**config.mk**
```make
export PLATFORM = sky130hd
export DESIGN_NAME = bcd_date_counter
export DESIGN_NICKNAME = d
export VERILOG_FILES = /design/src/rtl/bcd_date_counter.sv
export SDC_FILE = /design/constraint.sdc
export NUM_CORES = 1
export LEC_CHECK = 0
export CAP_MARGIN = 25
export CORE_MARGIN = 1
export CORE_UTILIZATION = 46
export CTS_BUF_LIST = sky130_fd_sc_hd__clkbuf_8 sky130_fd_sc_hd__clkbuf_16
export DETAILED_ROUTE_END_ITERATION = 6
export GPL_TIMING_DRIVEN = 0
export MAX_ROUTING_LAYER = met4
export PLACE_DENSITY = 0.78
export SLEW_MARGIN = 0
export SYNTH_ARGS = -nofsm -noshare
export SYNTH_HDL_FRONTEND = slang
export SYNTH_SLANG_ARGS = --single-unit
```
**constraint.sdc**
```tcl
create_clock -name clk -period 3.2 [get_ports clk]
set_input_delay 0.48 -clock clk [delete_from_list [all_inputs] [get_ports clk]]
set_output_delay 0.48 -clock clk [all_outputs]
set_load 0.01 [all_outputs]
```
**src/rtl/bcd_date_counter.sv**
```systemverilog
// BCD calendar date counter (DD/MM/YY) advanced by day_tick, with a validated
// date load and a one-cycle century wrap flag on 99 -> 00.
module bcd_date_counter #(
    parameter logic [7:0] RESET_DAY   = 8'h01,
    parameter logic [7:0] RESET_MONTH = 8'h01,
    parameter logic [7:0] RESET_YEAR  = 8'h00
) (
    input  logic       clk,
    input  logic       rst_n,
    input  logic       day_tick,
    input  logic       leap_year,
    input  logic       set_valid,
    input  logic [7:0] set_day,
    input  logic [7:0] set_month,
    input  logic [7:0] set_year,
    output logic [7:0] day_bcd,
    output logic [7:0] month_bcd,
    output logic [7:0] year_bcd,
    output logic       set_ack,
    output logic       set_err,
    output logic       century_wrap
);

    logic [7:0] day_q, day_d;
    logic [7:0] month_q, month_d;
    logic [7:0] year_q, year_d;
    logic       set_ack_q, set_ack_d;
    logic       set_err_q, set_err_d;
    logic       wrap_q, wrap_d;
    logic       set_ok;

    // Two-digit BCD increment; callers handle any wrap beyond 99.
    function automatic logic [7:0] bcd_inc(input logic [7:0] v);
        logic [7:0] r;
        if (v[3:0] == 4'h9) begin
            r = {v[7:4] + 4'h1, 4'h0};
        end else begin
            r = {v[7:4], v[3:0] + 4'h1};
        end
        return r;
    endfunction

    // Last day of a BCD month; 00 for a non-existent month so any day fails.
    function automatic logic [7:0] last_day(input logic [7:0] m, input logic leap);
        logic [7:0] r;
        case (m)
            8'h01, 8'h03, 8'h05, 8'h07, 8'h08, 8'h10, 8'h12: r = 8'h31;
            8'h04, 8'h06, 8'h09, 8'h11:                      r = 8'h30;
            8'h02:   r = leap ? 8'h29 : 8'h28;
            default: r = 8'h00;
        endcase
        return r;
    endfunction

    // Divisible-by-4 test on a BCD year: tens parity selects the units set.
    function automatic logic year_div4(input logic [7:0] y);
        logic r;
        if (y[4]) begin
            r = (y[3:0] == 4'h2) || (y[3:0] == 4'h6);
        end else begin
            r = (y[3:0] == 4'h0) || (y[3:0] == 4'h4) || (y[3:0] == 4'h8);
        end
        return r;
    endfunction

    function automatic logic nibbles_ok(input logic [7:0] v);
        return (v[7:4] <= 4'h9) && (v[3:0] <= 4'h9);
    endfunction

    always_comb begin
        set_ok = nibbles_ok(set_day) && nibbles_ok(set_month) && nibbles_ok(set_year)
              && (set_month >= 8'h01) && (set_month <= 8'h12)
              && (set_day >= 8'h01)
              && (set_day <= last_day(set_month, year_div4(set_year)));
    end

    // Next-state: a load takes priority over a tick in the same cycle.
    always_comb begin
        day_d     = day_q;
        month_d   = month_q;
        year_d    = year_q;
        set_ack_d = 1'b0;
        set_err_d = 1'b0;
        wrap_d    = 1'b0;
        if (set_valid) begin
            if (set_ok) begin
                day_d     = set_day;
                month_d   = set_month;
                year_d    = set_year;
                set_ack_d = 1'b1;
            end else begin
                set_err_d = 1'b1;
            end
        end else if (day_tick) begin
            if (day_q >= last_day(month_q, leap_year)) begin
                day_d = 8'h01;
                if (month_q == 8'h12) begin
                    month_d = 8'h01;
                    if (year_q == 8'h99) begin
                        year_d = 8'h00;
                        wrap_d = 1'b1;
                    end else begin
                        year_d = bcd_inc(year_q);
                    end
                end else begin
                    month_d = bcd_inc(month_q);
                end
            end else begin
                day_d = bcd_inc(day_q);
            end
        end
    end

    always_ff @(posedge clk) begin
        if (!rst_n) begin
            day_q     <= RESET_DAY;
            month_q   <= RESET_MONTH;
            year_q    <= RESET_YEAR;
            set_ack_q <= 1'b0;
            set_err_q <= 1'b0;
            wrap_q    <= 1'b0;
        end else begin
            day_q     <= day_d;
            month_q   <= month_d;
            year_q    <= year_d;
            set_ack_q <= set_ack_d;
            set_err_q <= set_err_d;
            wrap_q    <= wrap_d;
        end
    end

    assign day_bcd      = day_q;
    assign month_bcd    = month_q;
    assign year_bcd     = year_q;
    assign set_ack      = set_ack_q;
    assign set_err      = set_err_q;
    assign century_wrap = wrap_q;

endmodule
```
* Word-level counts from Yosys, hierarchy flattened *
Index checks and enable logic that the tools add are counted.

word-level totals
  bits in registers = 27
  latch bits = 0
  bits in writable memories = 0
  bits in read-only memories = 0
  input port bits = 29
  output and inout port bits = 27
  memories = 0

operators by class
  add/sub/neg operators = 6
  multiply operators = 0
  div/mod/pow operators = 0
  $lt $le $gt $ge = 11
  equality and inequality tests = 33
  shift-type cells = 0
  multiplexer cells = 28
  bitwise logic cells = 4
  reductions and logical operators = 31

operator list
  operator               count
  $mux W8                20
  $eq A8 B3 Y1 const B   8
  $eq A8 B5 Y1 const B   6
  $pmux W6 S3            2
  $eq A8 B2 Y1 const B   4
  $eq A8 B4 Y1 const B   4
  $add A4 B1 Y4 const B  6
  $le A4 B4 Y1 const B   6
  $eq A4 B4 Y1 const B   4
  $eq A8 B1 Y1 const B   2
  $ge A8 B1 Y1 const B   2
  $reduce_or A7 Y1       2
  $logic_and A1 B1 Y1    9
  $reduce_bool A3 Y1     3
  $eq A4 B3 Y1 const B   2
  $eq A8 B8 Y1 const B   1
  $ge A8 B8 Y1           1
  $le A8 B5 Y1 const B   1
  $le A8 B8 Y1           1
  $reduce_and A4 Y1      2
  $reduce_or A4 Y1       2
  $mux W1                6
  $reduce_and A3 Y1      2
  $reduce_bool A2 Y1     3
  8 further kinds        14

* Longest topological paths before layout *
  depth after elaboration = 10
  depth in mapped cells = 14
  mapped depth without buffers = 13

* Worst setup path before layout *
No wires, ideal clock.

  path type = input to register
  start point = input set_month[1]
  end point = register month_q[0], in the netlist month_bcd[0]
  data arrival time = 2.963 ns
  setup slack = 0.115 ns
  cell stages on the path = 13
  path through = buf_2 > a21oi_1 > nor2_1 > a211oi_1 > o21ai_0 > and2_1 > ha_1 > a21o_1 > mux2_2 > a2111oi_4 > buf_6 > o21ai_1 > a221o_1

on the way
  word-level cells in the longest chain between the ends = 10
  elaborated cells on any way between the ends = 28
  those cells by class = 4 x order compare; 13 x eq/ne; 1 x mux; 10 x reduce/logical

ends and longest elaborated chain
  item                                                                  RTL line  RTL
  start: declaration                                                    14        input logic [7:0] set_month,
  parallel branches: the longest is 7 deep, another holds $le A8 B8 Y1  n/a
  $logic_and A1 B1 Y1 *                                                 74        && (set_day <= last_day(set_month, year_div4(set_year)));
  $ne A2 B1 Y1 (no line) *                                              n/a
  $reduce_and A3 Y1 (no line) *                                         n/a
  end signal: assignment                                                124       month_q <= month_d;
  end: declaration                                                      25        logic [7:0] month_q, month_d;

Every way passes the cells marked *.
A chain may end at the register's enable or synchronous reset.

* Worst setup path in the final report *
  start point = register month_q[5], in the netlist month_bcd[5]
  end point = register month_q[0], in the netlist month_bcd[0]

on the way
  word-level cells in the longest chain between the ends = 8
  elaborated cells on any way between the ends = 24
  those cells by class = 1 x order compare; 12 x eq/ne; 7 x mux; 4 x reduce/logical

ends and longest elaborated chain
  item                                                         RTL line  RTL
  $eq A8 B5 Y1, or another cell as far along                   46, 97
  $reduce_or A7 Y1 / $reduce_or A4 Y1 (equally long branches)  46        case (m)
  $pmux W6 S3                                                  46
  $mux W8                                                      94        end else if (day_tick) begin
  $mux W8                                                      85        if (set_valid) begin
  $ge A8 B8 Y1                                                 95        if (day_q >= last_day(month_q, leap_year)) begin
  $reduce_bool A2 Y1 (no line)                                 n/a
  $reduce_and A3 Y1 (no line)                                  n/a

Parallel ways exist; a longest one is shown, timed or not. The select of a mux whose other input is x is not followed.

==> parameters.txt <==
Parameter                              Value

Timing
  Fin Clk Skew    0.00166 ns
  Maximum achievable frequency    313 MHz
  Final-report setup violation count    0
  Setup repair after global routing missed its margin    true
  Slew @ Worst Pin    0.536 ns
  Final Hold Viols    0
  Final clock period utilization by the worst path    99.7%
  Worst hold slack    0.523 ns
  Final min period    3.19 ns
  Setup WS post-layout    0.00828 ns
  Number of pins with negative max-slew slack in the final report    0
  Max-slew headroom at the worst pin    64.2%

Power
  Internal power component    508 uW
  Proportion of power drawn by combinational gates    23.5%
  Share of total power in sequential cells    48.2%
  Standby leakage power    1.29 nW
  Clock group share of total power    28.3%
  Power Density    224 nW/um^2
  Proportion of total power due to net switching    29.9%
  Switching component of the power    217 uW
  Worst ir drop on vdd    175 uV

Floorplan
  Core Area    4850 um^2
  Number of primary I/O pins    56
  Total die area    5450 um^2
  Die Span X    73.8 um
  Starting Density    48.9%
  Placement row count    25
  Die Span Y    73.8 um

Synth
  Post-synth top flop    sky130_fd_sc_hd__dfxtp_1
  Share of the yosys chip area belonging to registers    22.8%
  Most area-consuming cells after synthesis    sky130_fd_sc_hd__dfxtp_1, sky130_fd_sc_hd__ha_1, sky130_fd_sc_hd__nand2_1, sky130_fd_sc_hd__o21ai_0, sky130_fd_sc_hd__mux2i_1
  Number of warnings reported in the yosys synthesis log    0
  Count of distinct cell types in the synthesized netlist    70
  Share of flip-flops with an asynchronous set or reset    0%
  Dominant cell by count in the synthesized netlist    sky130_fd_sc_hd__nand2_1
  Avg Cell Area, Syn    7.96 um^2
  Synthesized cell area    2370 um^2
  Dominant cell type by area after synthesis    sky130_fd_sc_hd__dfxtp_1
  Commonest cells post-synth    sky130_fd_sc_hd__nand2_1, sky130_fd_sc_hd__dfxtp_1, sky130_fd_sc_hd__o21ai_0
  Flop and latch count out of synthesis    27
  Count of flip-flops with a built-in enable after synthesis    0
  Net count after synthesis    341
  Synthesized instance count    298
  Post-synth top area share    22.8%

Detailed routing
  Top Metal Used    met4
  Post-DR vias/cell    6.03
  Starting DRC count in detailed routing    191
  Vias after detailed routing    2600
  Detail-routed net length per standard cell    16.6 um
  Total length of routed wires    7.16 mm
  Met3 wire len    465 um
  Drt pass-1 iters    5
  DR WL met2    3.41 mm
  DRC violations left    0
  Met1 Wirelength    3.07 mm
  Antenna Violating Nets Remaining    0

Global routing
  Total routing usage reported by global routing    27.0%
  First-pass GRT wire length    11.0 mm
  Via count of the first global-routing pass    2340
  Pin count of the biggest net entering global routing    16
  Number of antenna violations at the first check in global routing    0
  Total overflow reported by the global router    0

CTS
  Inserted Clock Buffers    3
  Clock tree from TritonCTS    yes
  Total of hold buffers inserted after clock tree synthesis    0
  TritonCTS Sinks    27
  Clk Tree Root Cell    sky130_fd_sc_hd__clkbuf_8
  Clock insertion delay at the later pin of the skew report    0.28 ns
  Maximum clock insertion buffer count    2
  Clock transition time at the flip-flop clock pins of the worst setup and hold paths    0.10 ns
  H-tree depth reported by CTS    1

Run status
  Run status    complete, no violations

Critical path
  Critical-path maximum fanout    5
  Master of the slowest instance on the critical path    sky130_fd_sc_hd__or4b_4
  Kind of start point of the critical path    register
  Crit-path most repeated cell    sky130_fd_sc_hd__ha_1
  Data arrival, critical path    3.36 ns
  Kind of critical path    register to register
  Required time at the worst-slack endpoint    3.37 ns
  Critical path cell sequence    inv_1 -> ha_1 -> nand3b_1 -> o21ai_0 -> a32oi_1 -> o22ai_2 -> ha_1 -> or4b_4 -> a32oi_4 -> a21oi_4 -> or2_2 -> a221o_1
  Max stage delay on crit path    0.49 ns
  Critical path endpoint category    register

Min path
  Tightest Hold Check Type    register to register

Place
  Post-Place Worst Slack    -0.668 ns
  Post-detailed-placement half-perimeter wirelength    5.06 mm
  Placed standard-cell area    2980 um^2
  Port buffer count    52
  Weighted congestion reported at the end of routability-driven placement    0.862

Flow run
  Max-cap violation count    0

Cells and area
  Final Instance Area    3240 um^2
  P&R area growth vs syn    36.5%
  Share of final-layout standard cells stronger than drive strength 1    20.9%
  Ant. Diodes    0
  Final net count    408
## critical path, delay by kind of cell (launching register included)
family	cells	cell delay, ns
AND/OR/NAND/NOR	3	0.94
adder cells (fa/ha/maj)	2	0.51
buffers and inverters	1	0.07
AO/OA/AOI/OAI	6	1.17
flip-flops	1	0.38
## registers in the layout (all words and copies together) (netlist names)
| register | count |
|---|---|
| year_bcd | 8 |
| day_bcd | 8 |
| century_wrap | 1 |
| set_ack | 1 |
| month_bcd | 8 |
| set_err | 1 |
## placed cells by master (no fill, tap or decap), types with 9 or more instances in the layout
cell type / n
sky130_fd_sc_hd__buf_4: 11
sky130_fd_sc_hd__o21ai_0: 16
sky130_fd_sc_hd__a21oi_1: 11
sky130_fd_sc_hd__ha_1: 10
sky130_fd_sc_hd__dfxtp_1: 25
sky130_fd_sc_hd__inv_1: 15
sky130_fd_sc_hd__clkdlybuf4s50_1: 42
sky130_fd_sc_hd__nor2_1: 15
sky130_fd_sc_hd__nand2_1: 36
sky130_fd_sc_hd__mux2i_1: 9
## power groups by stage
stage | logic, mW | clock network, mW | registers, mW
global placement | 0.156 | 0 | 0.357
floorplan | 0.0862 | 0 | 0.357
CTS | 0.160 | 0.205 | 0.349
finish | 0.170 | 0.205 | 0.349
detailed placement | 0.159 | 0 | 0.357
global route | 0.185 | 0.220 | 0.351
## metal layers
| metal | up-vias | track usage [%] |
|---|---|---|
| li1 | 1259 | - |
| met1 | 1217 | 34.9 |
| met2 | 107 | 42.5 |
| met3 | 17 | 3.43 |
| met4 | 0 | 10.9 |
| met5 | - | - |
## layout make-up
cell class | count | area, um^2
Multi-Input combinational cell | 239 | 1840
Clock buffer | 3 | 41.3
Sequential cell | 27 | 543
Timing Repair Buffer | 63 | 584
Clock inverter | 1 | 5.00
Inverter | 16 | 60.1
Fill cell | 406 | 1610
Buffer | 15 | 77.6
Tap cell | 67 | 83.8
## logic make-up (layout without fill, tap and decap cells)
kind of cell	count (synthesis)	count (layout)	synth area share (%)
compound gates	90	90	29.7
xor+xnor	5	5	1.85
fa+ha+maj	14	14	7.38
buf+inv	32	98	5.80
flops	27	27	22.8
mux	11	11	4.75
simple gates	119	119	27.7
## what timing repair did
item | in CTS | in global routing
setup endpoints to repair | 25 | 24
pin swaps | 7 | 15
gates resized for setup | 22 | 35
buffers inserted | 7 | 3
gates cloned | 1 | 0
## metrics by stage
step / cells / util (%) / total power [mW] / setup TNS, ns
after floorplan: 298 / - / 0.444 / 0
after global placement: 417 / 61.4 / 0.513 / -11.23
after detailed placement: 417 / 61.4 / 0.516 / -12.58
after CTS: 429 / 64.4 / 0.714 / -0.0642
after global routing: 431 / 66.8 / 0.755 / -0.398
final: 431 / 66.8 / 0.725 / 0
## worst paths after layout
check	start	to	slack [ns]	cells past startpoint
setup / recovery	month_bcd[5]	month_bcd[0]	0.008	12
setup reg to reg	month_bcd[5]	month_bcd[0]	0.008	12
hold / removal	day_bcd[7]	day_bcd[7]	0.52	1
hold reg to reg	day_bcd[7]	day_bcd[7]	0.52	1
Note: power is estimated with default switching activity, not from simulation.
